==> src/rtl/orv32_inst_encoder_pkg.sv <==
// Opcode map, instruction formats and opcode helpers for the RV32IMA/Zicsr encoder.
package orv32_inst_encoder_pkg;

   typedef enum logic [4:0] {
      OPC_LOAD     = 5'b00000,
      OPC_MISC_MEM = 5'b00011,
      OPC_OP_IMM   = 5'b00100,
      OPC_AUIPC    = 5'b00101,
      OPC_STORE    = 5'b01000,
      OPC_AMO      = 5'b01011,
      OPC_OP       = 5'b01100,
      OPC_LUI      = 5'b01101,
      OPC_BRANCH   = 5'b11000,
      OPC_JALR     = 5'b11001,
      OPC_JAL      = 5'b11011,
      OPC_SYSTEM   = 5'b11100
   } opcode_e;

   typedef enum logic [2:0] {FMT_R, FMT_I, FMT_S, FMT_B, FMT_U, FMT_J} inst_fmt_e;

   function automatic inst_fmt_e fmt_of(input logic [4:0] opc);
      case (opc)
         OPC_LUI, OPC_AUIPC:                                  return FMT_U;
         OPC_JAL:                                             return FMT_J;
         OPC_JALR, OPC_LOAD, OPC_OP_IMM, OPC_MISC_MEM,
         OPC_SYSTEM:                                          return FMT_I;
         OPC_BRANCH:                                          return FMT_B;
         OPC_STORE:                                           return FMT_S;
         default:                                             return FMT_R;
      endcase
   endfunction

   // FP and custom opcodes fall outside this list and are rejected.
   function automatic logic opc_known(input logic [4:0] opc);
      case (opc)
         OPC_LOAD, OPC_MISC_MEM, OPC_OP_IMM, OPC_AUIPC, OPC_STORE, OPC_AMO,
         OPC_OP, OPC_LUI, OPC_BRANCH, OPC_JALR, OPC_JAL, OPC_SYSTEM: return 1'b1;
         default:                                                     return 1'b0;
      endcase
   endfunction

endpackage

==> src/rtl/orv32_enc_fifo.sv <==
// Small power-of-two word FIFO with synchronous flush; head reads as zero when empty.
module orv32_enc_fifo
   import orv32_inst_encoder_pkg::*;
#(
   parameter int DEPTH = 2,
   parameter int W     = 32
) (
   input  logic         clk,
   input  logic         rst_n,
   input  logic         flush,
   input  logic         push,
   input  logic [W-1:0] din,
   input  logic         pop,
   output logic         full,
   output logic         valid,
   output logic [W-1:0] dout
);
   localparam int PW = $clog2(DEPTH);

   logic [W-1:0]  r_mem [DEPTH];
   logic [PW-1:0] r_wr_ptr;
   logic [PW-1:0] r_rd_ptr;
   logic [PW:0]   r_count;
   logic          w_push;
   logic          w_pop;

   assign full   = (r_count == (PW+1)'(DEPTH));
   assign valid  = (r_count != '0);
   assign w_push = push & ~full;
   assign w_pop  = pop & valid;
   assign dout   = valid ? r_mem[r_rd_ptr] : '0;

   always_ff @(posedge clk or negedge rst_n) begin
      if (!rst_n) begin
         r_wr_ptr <= '0;
         r_rd_ptr <= '0;
         r_count  <= '0;
      end else if (flush) begin
         r_wr_ptr <= '0;
         r_rd_ptr <= '0;
         r_count  <= '0;
      end else begin
         if (w_push) r_wr_ptr <= r_wr_ptr + PW'(1);
         if (w_pop)  r_rd_ptr <= r_rd_ptr + PW'(1);
         case ({w_push, w_pop})
            2'b10:   r_count <= r_count + (PW+1)'(1);
            2'b01:   r_count <= r_count - (PW+1)'(1);
            default: r_count <= r_count;
         endcase
      end
   end

   // Storage needs no reset: entries are only visible once counted.
   always_ff @(posedge clk) begin
      if (w_push && !flush) r_mem[r_wr_ptr] <= din;
   end

endmodule

==> src/rtl/orv32_inst_encoder.sv <==
// Field-level request to RV32IMA/Zicsr instruction word encoder with legality
// checking, output FIFO and saturating illegal-request counter.
module orv32_inst_encoder
   import orv32_inst_encoder_pkg::*;
#(
   parameter int DEPTH = 2,
   parameter int CNT_W = 8
) (
   input  logic             clk,
   input  logic             rst_n,
   input  logic             flush,
   input  logic             req_valid,
   output logic             req_ready,
   input  logic [4:0]       req_opc,
   input  logic [2:0]       req_funct3,
   input  logic             req_alt,
   input  logic             req_muldiv,
   input  logic [4:0]       req_amo_f5,
   input  logic [4:0]       req_rd,
   input  logic [4:0]       req_rs1,
   input  logic [4:0]       req_rs2,
   input  logic [31:0]      req_imm,
   output logic             inst_valid,
   input  logic             inst_ready,
   output logic [31:0]      inst,
   output logic             err_illegal,
   output logic [CNT_W-1:0] err_cnt
);
   inst_fmt_e        w_fmt;
   logic             w_is_shift;
   logic [11:0]      w_imm12;
   logic [6:0]       w_funct7;
   logic             w_sx_i;
   logic             w_sx_b;
   logic             w_sx_j;
   logic             w_alt_ok;
   logic             w_illegal;
   logic [31:0]      w_inst;
   logic             w_full;
   logic             w_accept;
   logic             r_err_illegal;
   logic [CNT_W-1:0] r_err_cnt;

   always_comb begin
      w_fmt      = fmt_of(req_opc);
      w_is_shift = (req_opc == OPC_OP_IMM) && (req_funct3[1:0] == 2'b01);
      w_imm12    = w_is_shift ? {1'b0, req_alt, 5'b0, req_rs2} : req_imm[11:0];
      w_funct7   = (req_opc == OPC_AMO) ? {req_amo_f5, req_imm[1:0]} :
                   req_muldiv           ? 7'b0000001 : {1'b0, req_alt, 5'b0};
      w_sx_i     = (&req_imm[31:11]) | ~(|req_imm[31:11]);
      w_sx_b     = (&req_imm[31:12]) | ~(|req_imm[31:12]);
      w_sx_j     = (&req_imm[31:20]) | ~(|req_imm[31:20]);
      w_alt_ok   = ((req_opc == OPC_OP) && (req_funct3 == 3'b000 || req_funct3 == 3'b101)) ||
                   ((req_opc == OPC_OP_IMM) && (req_funct3 == 3'b101));

      w_inst = {w_funct7, req_rs2, req_rs1, req_funct3, req_rd, req_opc, 2'b11};
      case (w_fmt)
         FMT_I: w_inst = {w_imm12, req_rs1, req_funct3, req_rd, req_opc, 2'b11};
         FMT_S: w_inst = {req_imm[11:5], req_rs2, req_rs1, req_funct3, req_imm[4:0],
                          req_opc, 2'b11};
         FMT_B: w_inst = {req_imm[12], req_imm[10:5], req_rs2, req_rs1, req_funct3,
                          req_imm[4:1], req_imm[11], req_opc, 2'b11};
         FMT_U: w_inst = {req_imm[31:12], req_rd, req_opc, 2'b11};
         FMT_J: w_inst = {req_imm[20], req_imm[10:1], req_imm[11], req_imm[19:12],
                          req_rd, req_opc, 2'b11};
         default: ;
      endcase

      w_illegal = ~opc_known(req_opc);
      if (req_muldiv && (req_alt || req_opc != OPC_OP)) w_illegal = 1'b1;
      if (req_alt && !w_alt_ok)                         w_illegal = 1'b1;
      // Shift immediates come from rs2/alt, so req_imm is not range-checked there.
      case (w_fmt)
         FMT_I:   if (!w_is_shift && !w_sx_i)   w_illegal = 1'b1;
         FMT_S:   if (!w_sx_i)                  w_illegal = 1'b1;
         FMT_B:   if (!w_sx_b || req_imm[0])    w_illegal = 1'b1;
         FMT_J:   if (!w_sx_j || req_imm[0])    w_illegal = 1'b1;
         FMT_U:   if (|req_imm[11:0])           w_illegal = 1'b1;
         default: ;
      endcase
      case (req_opc)
         OPC_BRANCH: if (req_funct3[2:1] == 2'b01)                      w_illegal = 1'b1;
         OPC_LOAD:   if (req_funct3 == 3'b011 || req_funct3[2:1] == 2'b11) w_illegal = 1'b1;
         OPC_STORE:  if (req_funct3 > 3'b010)                           w_illegal = 1'b1;
         OPC_SYSTEM: if (req_funct3 == 3'b100)                          w_illegal = 1'b1;
         OPC_AMO:    if (req_funct3 != 3'b010)                          w_illegal = 1'b1;
         OPC_JALR:   if (req_funct3 != 3'b000)                          w_illegal = 1'b1;
         default: ;
      endcase
   end

   assign req_ready = ~w_full;
   assign w_accept  = req_valid & req_ready;

   always_ff @(posedge clk or negedge rst_n) begin
      if (!rst_n) begin
         r_err_illegal <= 1'b0;
         r_err_cnt     <= '0;
      end else begin
         r_err_illegal <= w_accept & w_illegal;
         if (w_accept && w_illegal && r_err_cnt != '1) r_err_cnt <= r_err_cnt + CNT_W'(1);
      end
   end

   assign err_illegal = r_err_illegal;
   assign err_cnt     = r_err_cnt;

   orv32_enc_fifo #(.DEPTH(DEPTH), .W(32)) u_fifo (
      .clk   (clk),
      .rst_n (rst_n),
      .flush (flush),
      .push  (w_accept & ~w_illegal),
      .din   (w_inst),
      .pop   (inst_ready),
      .full  (w_full),
      .valid (inst_valid),
      .dout  (inst)
   );

endmodule

==> config.mk <==
export PLATFORM = sky130hd
export DESIGN_NAME = orv32_inst_encoder
export DESIGN_NICKNAME = d
export VERILOG_FILES = /design/src/rtl/orv32_inst_encoder_pkg.sv /design/src/rtl/orv32_enc_fifo.sv /design/src/rtl/orv32_inst_encoder.sv
export SDC_FILE = /design/constraint.sdc
export NUM_CORES = 1
export LEC_CHECK = 0
export BUFFER_PORTS_ARGS = -buffer_cell sky130_fd_sc_hd__buf_2
export CAP_MARGIN = 20
export CORE_MARGIN = 5
export CORE_UTILIZATION = 54
export CTS_BUF_LIST = sky130_fd_sc_hd__clkbuf_8
export CTS_CLUSTER_DIAMETER = 200
export CTS_CLUSTER_SIZE = 40
export DETAILED_ROUTE_END_ITERATION = 10
export GPL_TIMING_DRIVEN = 0
export PLACE_DENSITY = 0.92
export SLEW_MARGIN = 20
export SYNTH_ARGS = -nofsm -noshare
export SYNTH_HDL_FRONTEND = slang
export SYNTH_SLANG_ARGS = --single-unit
==> constraint.sdc <==
create_clock -name clk -period 4.05 [get_ports clk]
set_input_delay 0.81 -clock clk [delete_from_list [all_inputs] [get_ports clk]]
set_output_delay 0.81 -clock clk [all_outputs]
set_load 0.01 [all_outputs]
==> reports/qor.yml, run 1 <==
outcome: "complete, no violations"
grt_max_degree: 16
most-common-layout-cells: "110 x buf_2, 60 x edfxtp_1, 44 x nor2_1"
ys_types: 60
area_delta_synth_final_pct: 24.1
clock_latency_ps: 350
clock-sinks: 73
pre_cts_slack_ps: -275
path_max_fanout: 15
io_pins: 110
synthArstFlopShare_pct: 17.8
synth_edf_count: 60
finalClockSkew_ps: 12.5
p_sw_share_pct: 26.8
ir_drop_mv: 0.144
mappedNetlistNets: 409
drive_above_1_share_pct: 34.5
ant_nets: 0
syn_area_um2: 3940
netlist_instances: 338
wl_per_cell_um: 18.5
drtIter0Drc: 340
drt_wl_total_mm: 10.5
ys_ff_latch: 73
h-tree-depth: 3
grt_antenna_before_repair: 0
clock.fmax_ghz: 0.266
min_path_type: "in -> async"
n_antenna_cell: 0
power.density_nw_per_um2: 360
nets: 533
grt.total_usage_pct: 23.5
clkPwrFrac_pct: 32.2
finalCriticalPeriod_ps: 3760
synthTopCellsByArea: "edfxtp_1 46%, dfrtp_1 8.2%, mux2i_1 8.1%, nor2_1 4.2%, mux2_2 3.7%"
p_switching_w: 0.000472
cts-root-buf: "clkbuf_8"
vias: 3367
clkTransAtPathRegs_ps: 80
timing.setup.tns_ps: 0
core_um2: 7180
grt_pass1_vias: 3268
tightest_slew_ps: 747
leakage_nw: 1.96
drc_errors: 0
core.rowCount: 31
synthFlopType: "edfxtp_1"
power_frac_comb_pct: 17.0
start_util_pct: 55.0
internal_power_w: 0.00129
fp.dieH_um: 95.5
hpwl_mm: 7.91
worstPathRequired_ps: 4100
setup_viol: 0
grt.overflow.total: 0
critical_path_class: "in -> reg"
cts_buffer_depth: 2
max-cap-violations: 0
final_common_cell: "buf_2"
cts_setup_buffers: 0
buffer_ports.inserted: 109
hold_viol_final: 0
firstDrtPassIters: 5
fin_ws_ps: 287
worst_setup_path_start_kind: "input pin"
cp-end-kind: "flop"
grt_pass1_wl_mm: 16.2
gp_congestion: 0.916
avgSynthCellArea_um2: 11.7
max_slew_margin_pct: 50.2
maxSlewViolCount: 0
total_power_w: 0.00176
cts_tree: "built"
die_w_um: 95.5
cts_inserted_buffers: 9
yosysSeqAreaShare_pct: 53.9
power_frac_seq_pct: 50.8
fin_crit_sh_pct: 92.9
yosysTopAreaCell: "edfxtp_1"
die_area_um2: 9110
rsz0062_at_grt: "no"
critical_path_arrival_ps: 3810
synth_top_area_share_pct: 45.7
vias_per_cell: 5.95
synth_warnings: 0
[routing by layer]
layer	vias up	GRT usage [%]	wire, um
li1	1538	-	-
met1	1610	28.4	4050
met2	185	40.8	5250
met3	34	3.71	805
met4	0	11.5	384
met5	-	0	0
[registers in the layout (all words and copies together) (netlist names)]
signal	cells
u_fifo.r_wr_ptr	1
err_cnt	8
u_fifo.r_rd_ptr	1
u_fifo.r_mem	60
u_fifo.r_count	2
err_illegal	1
[layout make-up]
cell class                 instances  area, um2
fill                             545       2280
sequential                        73       2130
multi-input combinational        234       1700
timing repair buffer             113        598
clock buffer                      10        138
tap                               99        124
buffer                            16       91.3
clock inverter                     6       58.8
inverter                          15       56.3
[Yosys cell counts, types with 3 or more instances]
cell       n
edfxtp_1  60
o21ai_0   11
clkbuf_1   7
a21oi_1    8
and2_1     4
or4_1      3
buf_1      3
buf_6      3
mux2i_1   32
nor3_1     7
nand2_1   15
xnor2_1    6
nor3b_1    3
o211ai_1   3
dfrtp_1   13
a222oi_1  10
nand3_1    6
nor4_1     8
ha_1       4
nand4_1    8
inv_1     15
nor2_1    44
mux2_2    13
and3_1     3
[per-stage QoR]
stage / hold WS [ps] / cells / utilization [%] / cell area (um2)
floorplan: 514 / 338 / - / 3970
global placement: 474 / 546 / 64.6 / 4640
detailed placement: 490 / 550 / 65.3 / 4690
CTS: 338 / 566 / 68.1 / 4880
global route: 342 / 566 / 68.2 / 4890
finish: 333 / 566 / 68.2 / 4890
[worst max-delay path: stages]
cell and delay (ps):
buf_2 150, inv_1 60, ha_1 290, or2b_1 270, a31oi_2 300, or2_1 160
buf_6 140, o22ai_1 140, nor4_4 420, nand3_1 310, nor3b_4 500, buf_8 230
[power groups by stage]
stage / sequential, W / combinational, W / clock, W
floorplan: 0.000920 / 0.000152 / 0
global placement: 0.000909 / 0.000278 / 0
detailed placement: 0.000912 / 0.000295 / 0
CTS: 0.000896 / 0.000297 / 0.000573
global route: 0.000902 / 0.000328 / 0.000607
finish: 0.000895 / 0.000299 / 0.000568
[what timing repair did]
item / CTS / global route
resized for setup: 0 / 1
setup endpoints to repair: 0 / 49
hold buffers: 0 / 0
endpoints found under the hold margin: 0 / 0
[cells by family after synthesis]
| logic type | count (synthesis) | share of synthesized area [%] |
|---|---|---|
| buffers and inverters | 31 | 3.74 |
| adder cells (fa/ha/maj) | 4 | 1.27 |
| AO/OA/AOI/OAI | 50 | 9.74 |
| multiplexers | 45 | 11.8 |
| flip-flops | 73 | 53.9 |
| XOR/XNOR | 8 | 1.78 |
| AND/OR/NAND/NOR | 127 | 17.7 |
[final timing paths]
check / endpoint / startpoint / cells after the start / slack, ps
setup / recovery: u_fifo.r_mem[1][29]$_DFFE_PP_ / req_opc[0] / 12 / 290
hold / removal: err_cnt[7]$_DFFE_PN0P_ / rst_n / 1 / 330
setup reg to reg: u_fifo.r_mem[1][29]$_DFFE_PP_ / u_fifo.r_count[0]$_DFFE_PN0P_ / 4 / 2130
hold reg to reg: err_cnt[6]$_DFFE_PN0P_ / err_cnt[6]$_DFFE_PN0P_ / 1 / 510
max in group asynchronous: u_fifo.r_count[1]$_DFFE_PN0P_ / rst_n / 1 / 3490
min in group clk: err_cnt[6]$_DFFE_PN0P_ / err_cnt[6]$_DFFE_PN0P_ / 1 / 510
(Power assumes the default switching activity.)
==> inputs of run 2 (changes only) <==
Settings changed: BUFFER_PORTS_ARGS -buffer_cell sky130_fd_sc_hd__buf_2 to -buffer_cell sky130_fd_sc_hd__clkbuf_2, CORE_UTILIZATION 54 to 40, PLACE_DENSITY 0.92 to 0.74.
==> run 2 against run 1 <==
  * Combinational power fell by 3%
  * Global-route usage fell by 7.0 points
  * Clock power rose by 7.0%
  * Flip-flop and latch count did not move
  * Utilization fell by 17 points
  * Critical path depth did not move
  * Clock skew fell by 2.3 ps
  * Total power rose by 1.9%
  * Cell count rose by 6.0%
  * Via count fell by 3.7%
  * Sequential share of layout area fell by 0.34 points
  * Largest power group unchanged
  * Highest routed layer unchanged
==> reports/qor.yml, run 2 (synthesis results as in run 1) <==
cpPeakStageDelay_ps: 600  # +100 ps
grt_antenna_before_repair: 0  # unchanged
drt_wl_total_mm: 10.1  # -4.1%
total_power_w: 0.00180  # +1.9%
rsz0062_at_grt: "no"
finalCriticalPeriod_ps: 3870  # +106 ps
die_area_um2: 11900  # +31%
drtIter0Drc: 272  # -20%
grt_pass1_wl_mm: 15.1  # -6.8%
grt_pass1_vias: 3176  # -2.8%
h-tree-depth: 3  # unchanged
grt.overflow.total: 0  # unchanged
fp.dieH_um: 109  # +14%
critical_path_arrival_ps: 3900  # +90 ps
worstPathRequired_ps: 4080  # -20 ps
fin_crit_sh_pct: 95.5  # +2.6 points
critical_path_class: "in -> reg"
area_delta_synth_final_pct: 25.1
vias: 3243  # -3.7%
path_cells: "clkbuf_2 -> inv_1 -> ha_1 -> or2b_1 -> a31oi_2 -> or2_1 -> buf_6 -> o22ai_1 -> nor4_2 -> nand3_1 -> nor3b_4 -> buf_6"
max-cap-violations: 0  # unchanged
cp-end-kind: "flop"
ir_drop_mv: 0.211  # +46%
die_w_um: 109  # +14%
vias_per_cell: 5.41  # -9.1%
n_antenna_cell: 0  # unchanged
finalClockSkew_ps: 10.2  # -2.27 ps
cts-root-buf: "clkbuf_8"
drive_above_1_share_pct: 34.0  # -0.43 points
cts_resized: 0  # unchanged
max_flop_register: "u_fifo.r_mem"
power.density_nw_per_um2: 364  # +1.1%
worst_setup_path_start_kind: "input pin"
crit_family: "simple AND/OR/NAND/NOR gates"
start_util_pct: 40.7  # -14 points
timing.setup.tns_ps: 0  # unchanged
firstDrtPassIters: 5  # unchanged
final_common_cell: "clkbuf_2"
buffer_ports.inserted: 109  # unchanged
clock_latency_ps: 340  # about the same
hold_slack_ps: 347  # +14.5 ps
ant_nets: 0  # unchanged
gp_congestion: 0.914  # -0.14%
most-common-layout-cells: "109 x clkbuf_2, 60 x edfxtp_1, 44 x nor2_1"
cp_common_cell: "buf_6"
leakage_nw: 1.94  # -0.96%
outcome: "complete, no violations"
tightest_slew_ps: 834  # +87.3 ps
final_util_pct: 50.9  # -17 points
grt_max_degree: 17  # +1
hold_viol_final: 0  # unchanged
clock-sinks: 73  # unchanged
cp_slowest_cell: "nor4_2"
grt.total_usage_pct: 16.6  # -7.0 points
path_max_fanout: 15  # unchanged
core_um2: 9680  # +35%
path_buf_inv: 4  # unchanged
cts_tree: "built"
wl_per_cell_um: 16.8  # -9.5%
cts_buffer_depth: 2  # unchanged
max_slew_margin_pct: 44.4  # -5.8 points
maxSlewViolCount: 0  # unchanged
drc_errors: 0  # unchanged
core.rowCount: 36  # +16%
clock.fmax_ghz: 0.258  # -2.7%
hpwl_mm: 7.70  # -2.6%
clkTransAtPathRegs_ps: 80  # about the same
cts_inserted_buffers: 9  # unchanged
setup_viol: 0  # unchanged
nets: 533  # unchanged
largest_reg_flops: 60  # unchanged
io_pins: 110  # unchanged
min_path_type: "in -> async"
[run 2: worst register-to-register path, cell delays in order (launching register included)]
cell,delay [ps]
dfrtp_1,430
and3_1,230
and3_1,190
and3_1,230
nor3b_1,350
nand4_1,170
xnor2_1,150
[run 2: path summary, 6_finish.rpt]
kind,startpoint,endpoint,slack (ps),depth (start not counted)
max in group asynchronous,rst_n,u_fifo.r_rd_ptr$_DFFE_PN0P_,3460,1
min,rst_n,err_illegal$_DFF_PN0_,350,1
max,req_opc[0],u_fifo.r_mem[1][26]$_DFFE_PP_,180,12
min reg2reg,err_cnt[4]$_DFFE_PN0P_,err_cnt[4]$_DFFE_PN0P_,490,1
max reg2reg,err_cnt[2]$_DFFE_PN0P_,err_cnt[6]$_DFFE_PN0P_,2200,6
min in group clk,err_cnt[4]$_DFFE_PN0P_,err_cnt[4]$_DFFE_PN0P_,490,1
[run 2: stage by stage]
stage	setup WS (ps)	instance area [um2]	cells
finish	181	4930	600
global route	18.1	4930	600
CTS	197	4930	600
detailed placement	-527	4720	583
global placement	-873	4680	580
floorplan	140	3970	338
[run 2: cell type report]
cell class,count,area (um2)
clock buffers,9,124
inverters,15,56.3
multi-input cells,234,1690
well taps,133,166
plain buffers,16,91.3
clock inverters,7,85.1
fillers,886,4750
flip-flops and latches,73,2130
repair buffers,113,591
[run 2: layer usage]
| metal | vias up | GRT usage, % | routed length [um] |
|---|---|---|---|
| met4 | 0 | 5.43 | 131 |
| met5 | - | 0 | 0 |
| li1 | 1535 | - | - |
| met2 | 103 | 30.3 | 5370 |
| met3 | 14 | 3.70 | 487 |
| met1 | 1591 | 19.1 | 4070 |
[run 2: power by group]
group / internal, W / leakage (nW) / switching [W]
clock: 0.000341 / 0.106 / 0.000268
sequential: 0.000855 / 0.711 / 0.0000408
combinational: 0.000136 / 1.13 / 0.000155
[run 2: repair_timing]
| item | CTS | global route |
|---|---|---|
| hold buffers | 0 | 0 |
| setup buffers | 1 | 0 |
| setup endpoints to repair | 16 | 0 |
==> inputs of run 3 (changes only) <==
Settings changed: CORE_ASPECT_RATIO set to 0.9, SLEW_MARGIN 20 to not set.
==> run 3 against run 2 <==
  * Maximum frequency increased by 1.1%
  * Critical path depth unchanged
  * Via count grew 0.62%
  * Total power decreased by 1.8%
  * First-iteration DRC count decreased by 17%
  * Critical path type unchanged
==> reports/qor.yml, run 3 (synthesis results as in run 1) <==
cts_tree: "built"
drtIter0Drc: 225  # -17%
critical_path_arrival_ps: 3860  # -40 ps
crit_family: "simple AND/OR/NAND/NOR gates"
drt_wl_total_mm: 10.2  # +1.1%
drive_above_1_share_pct: 34.4  # +0.35 points
path_cells: "clkbuf_2 -> inv_1 -> ha_1 -> or2b_1 -> a31oi_2 -> or2_1 -> buf_6 -> o22ai_1 -> nor4_2 -> nand3_1 -> nor3b_4 -> buf_4"
wl_met1_mm: 4.28  # +5.2%
die_area_um2: 11900  # about the same
ant_nets: 0  # unchanged
tightest_slew_ps: 757  # -76.8 ps
grt.total_usage_pct: 16.9  # +0.32 points
buffer_ports.inserted: 109  # unchanged
firstDrtPassIters: 7  # +2
maxSlewViolCount: 0  # unchanged
fin_ws_ps: 223  # +42.7 ps
placed_area_um2: 4700  # -0.34%
n_antenna_cell: 0  # unchanged
final_common_cell: "clkbuf_2"
cp-end-kind: "flop"
wl_per_cell_um: 17.1  # +2.2%
drc_errors: 0  # unchanged
cpPeakStageDelay_ps: 620  # +20 ps
clock-sinks: 73  # unchanged
ir_drop_mv: 0.219  # +3.8%
critical_path_class: "in -> reg"
rsz0062_at_grt: "no"
max_flop_register: "u_fifo.r_mem"
grt.overflow.total: 0  # unchanged
cp_slowest_cell: "nor4_2"
pre_cts_slack_ps: -607  # -80.0 ps
power.density_nw_per_um2: 358  # -1.5%
cts_hold_buf: 0  # unchanged
finalCriticalPeriod_ps: 3830  # -42.7 ps
h-tree-depth: 3  # unchanged
nets: 534  # +0.19%
max_slew_margin_pct: 49.5  # +5.1 points
power_frac_comb_pct: 16.7  # +0.5 points
hold_viol_final: 0  # unchanged
cts_inserted_buffers: 9  # unchanged
gp_congestion: 0.838  # -8.4%
grt_pass1_vias: 3244  # +2.1%
core.rowCount: 34  # -5.6%
core_um2: 9660  # -0.28%
finalClockSkew_ps: 14.6  # +4.40 ps
clkTransAtPathRegs_ps: 80  # about the same
clkPwrFrac_pct: 32.5  # -1.4 points
path_max_fanout: 10  # -5
p_switching_w: 0.000460  # -0.74%
worst_setup_path_start_kind: "input pin"
hpwl_mm: 7.78  # +0.99%
most-common-layout-cells: "109 x clkbuf_2, 60 x edfxtp_1, 44 x nor2_1"
die_w_um: 115  # +4.9%
grt_max_degree: 20  # +3
cp.depth: 12  # unchanged
power_frac_seq_pct: 50.9  # +1.0 points
io_pins: 110  # unchanged
grt_pass1_wl_mm: 16.1  # +6.7%
vias_per_cell: 5.49  # +1.6%
vias: 3263  # +0.62%
cts_buffer_depth: 2  # unchanged
leakage_nw: 1.95  # +0.61%
internal_power_w: 0.00130  # -2.1%
fin_crit_sh_pct: 94.5  # -1.1 points
clock_latency_ps: 340  # about the same
crit_start: "req_opc[0]"
clock.fmax_ghz: 0.261  # +1.1%
met3_wirelength_um: 775  # +59%
worstPathRequired_ps: 4080  # about the same
area_delta_synth_final_pct: 24.8
start_util_pct: 40.8  # +0.12 points
outcome: "complete, no violations"
min_path_type: "in -> async"
grt_antenna_before_repair: 0  # unchanged
p_sw_share_pct: 26.1  # +0.27 points
stdcell_area_um2: 4920  # -0.23%
fp.dieH_um: 104  # -4.7%
wl_met2_mm: 4.93  # -8.2%
setup_viol: 0  # unchanged
cts-root-buf: "clkbuf_8"
r2r_cells: 6  # unchanged
fill_cells: 866  # -2.3%
largest_reg_flops: 60  # unchanged
regToRegStartpoint: "err_cnt[2]$_DFFE_PN0P_"
path_buf_inv: 4  # unchanged
routed.top_layer: "met4"
max-cap-violations: 0  # unchanged
[run 3: cell count changes in the layout (fill, tap and decap cells not counted), sizes merged]
cell | previous run | this run
buf | 13 | 14
bufinv | 2 | 1
clkbuf | 125 | 127
clkinv | 5 | 2
inv | 15 | 17
[run 3: worst register-to-register path: stages (launching register included)]
cell     delay, ps
dfrtp_1        440
and3_1         230
and3_1         190
and3_1         230
nor3b_1        360
nand4_1        170
xnor2_1        150
[run 3: power by group through the flow]
stage	Combinational [W]	Sequential, W	Clock [W]
floorplan	0.000152	0.000920	0
global placement	0.000282	0.000912	0
detailed placement	0.000293	0.000913	0
CTS	0.000295	0.000897	0.000586
global route	0.000324	0.000902	0.000619
finish	0.000294	0.000897	0.000573
[run 3: worst paths after layout]
path                                                      end  slack [ps]
worst max register to register         err_cnt[6]$_DFFE_PN0P_        2180
max in group asynchronous       u_fifo.r_count[1]$_DFFE_PN0P_        3430
min in group clk                       err_cnt[4]$_DFFE_PN0P_         500
worst min register to register         err_cnt[4]$_DFFE_PN0P_         500
worst max-delay path             u_fifo.r_mem[1][2]$_DFFE_PP_         220
worst min-delay path                   err_cnt[7]$_DFFE_PN0P_         350
[run 3: timing repair]
action                                  4_1_cts  5_1_grt
buffers inserted                              3        0
resized for setup                             0        0
endpoints found under the setup margin       49        0
[run 3: metrics by stage]
stage	utilization [%]	cells	power (W)	hold slack [ps]	setup TNS, ps
finish	51.0	594	0.00176	354	0
global route	51.0	594	0.00184	372	0
CTS	51.0	594	0.00178	350	0
detailed placement	48.7	575	0.00121	488	-26850
global placement	48.4	573	0.00119	480	-51410
floorplan	-	338	0.00107	514	0
[run 3: per-layer routing]
metal  global-route usage, %  vias to the layer above
li1                        -                     1538
met1                    21.6                     1576
met2                    27.8                      134
met3                    4.94                       15
met4                    4.50                        0
met5                       0                        -
[run 3: final cells by class]
cell class,instances,area [um2],share of cell area [%]
Buffer,16,91.3,1.86
Clock buffer,11,151,3.08
Clock inverter,5,47.5,0.966
Inverter,15,56.3,1.14
Multi-Input combinational cell,234,1690,34.4
Sequential cell,73,2130,43.2
Tap cell,126,158,3.20
Timing Repair Buffer,114,598,12.2
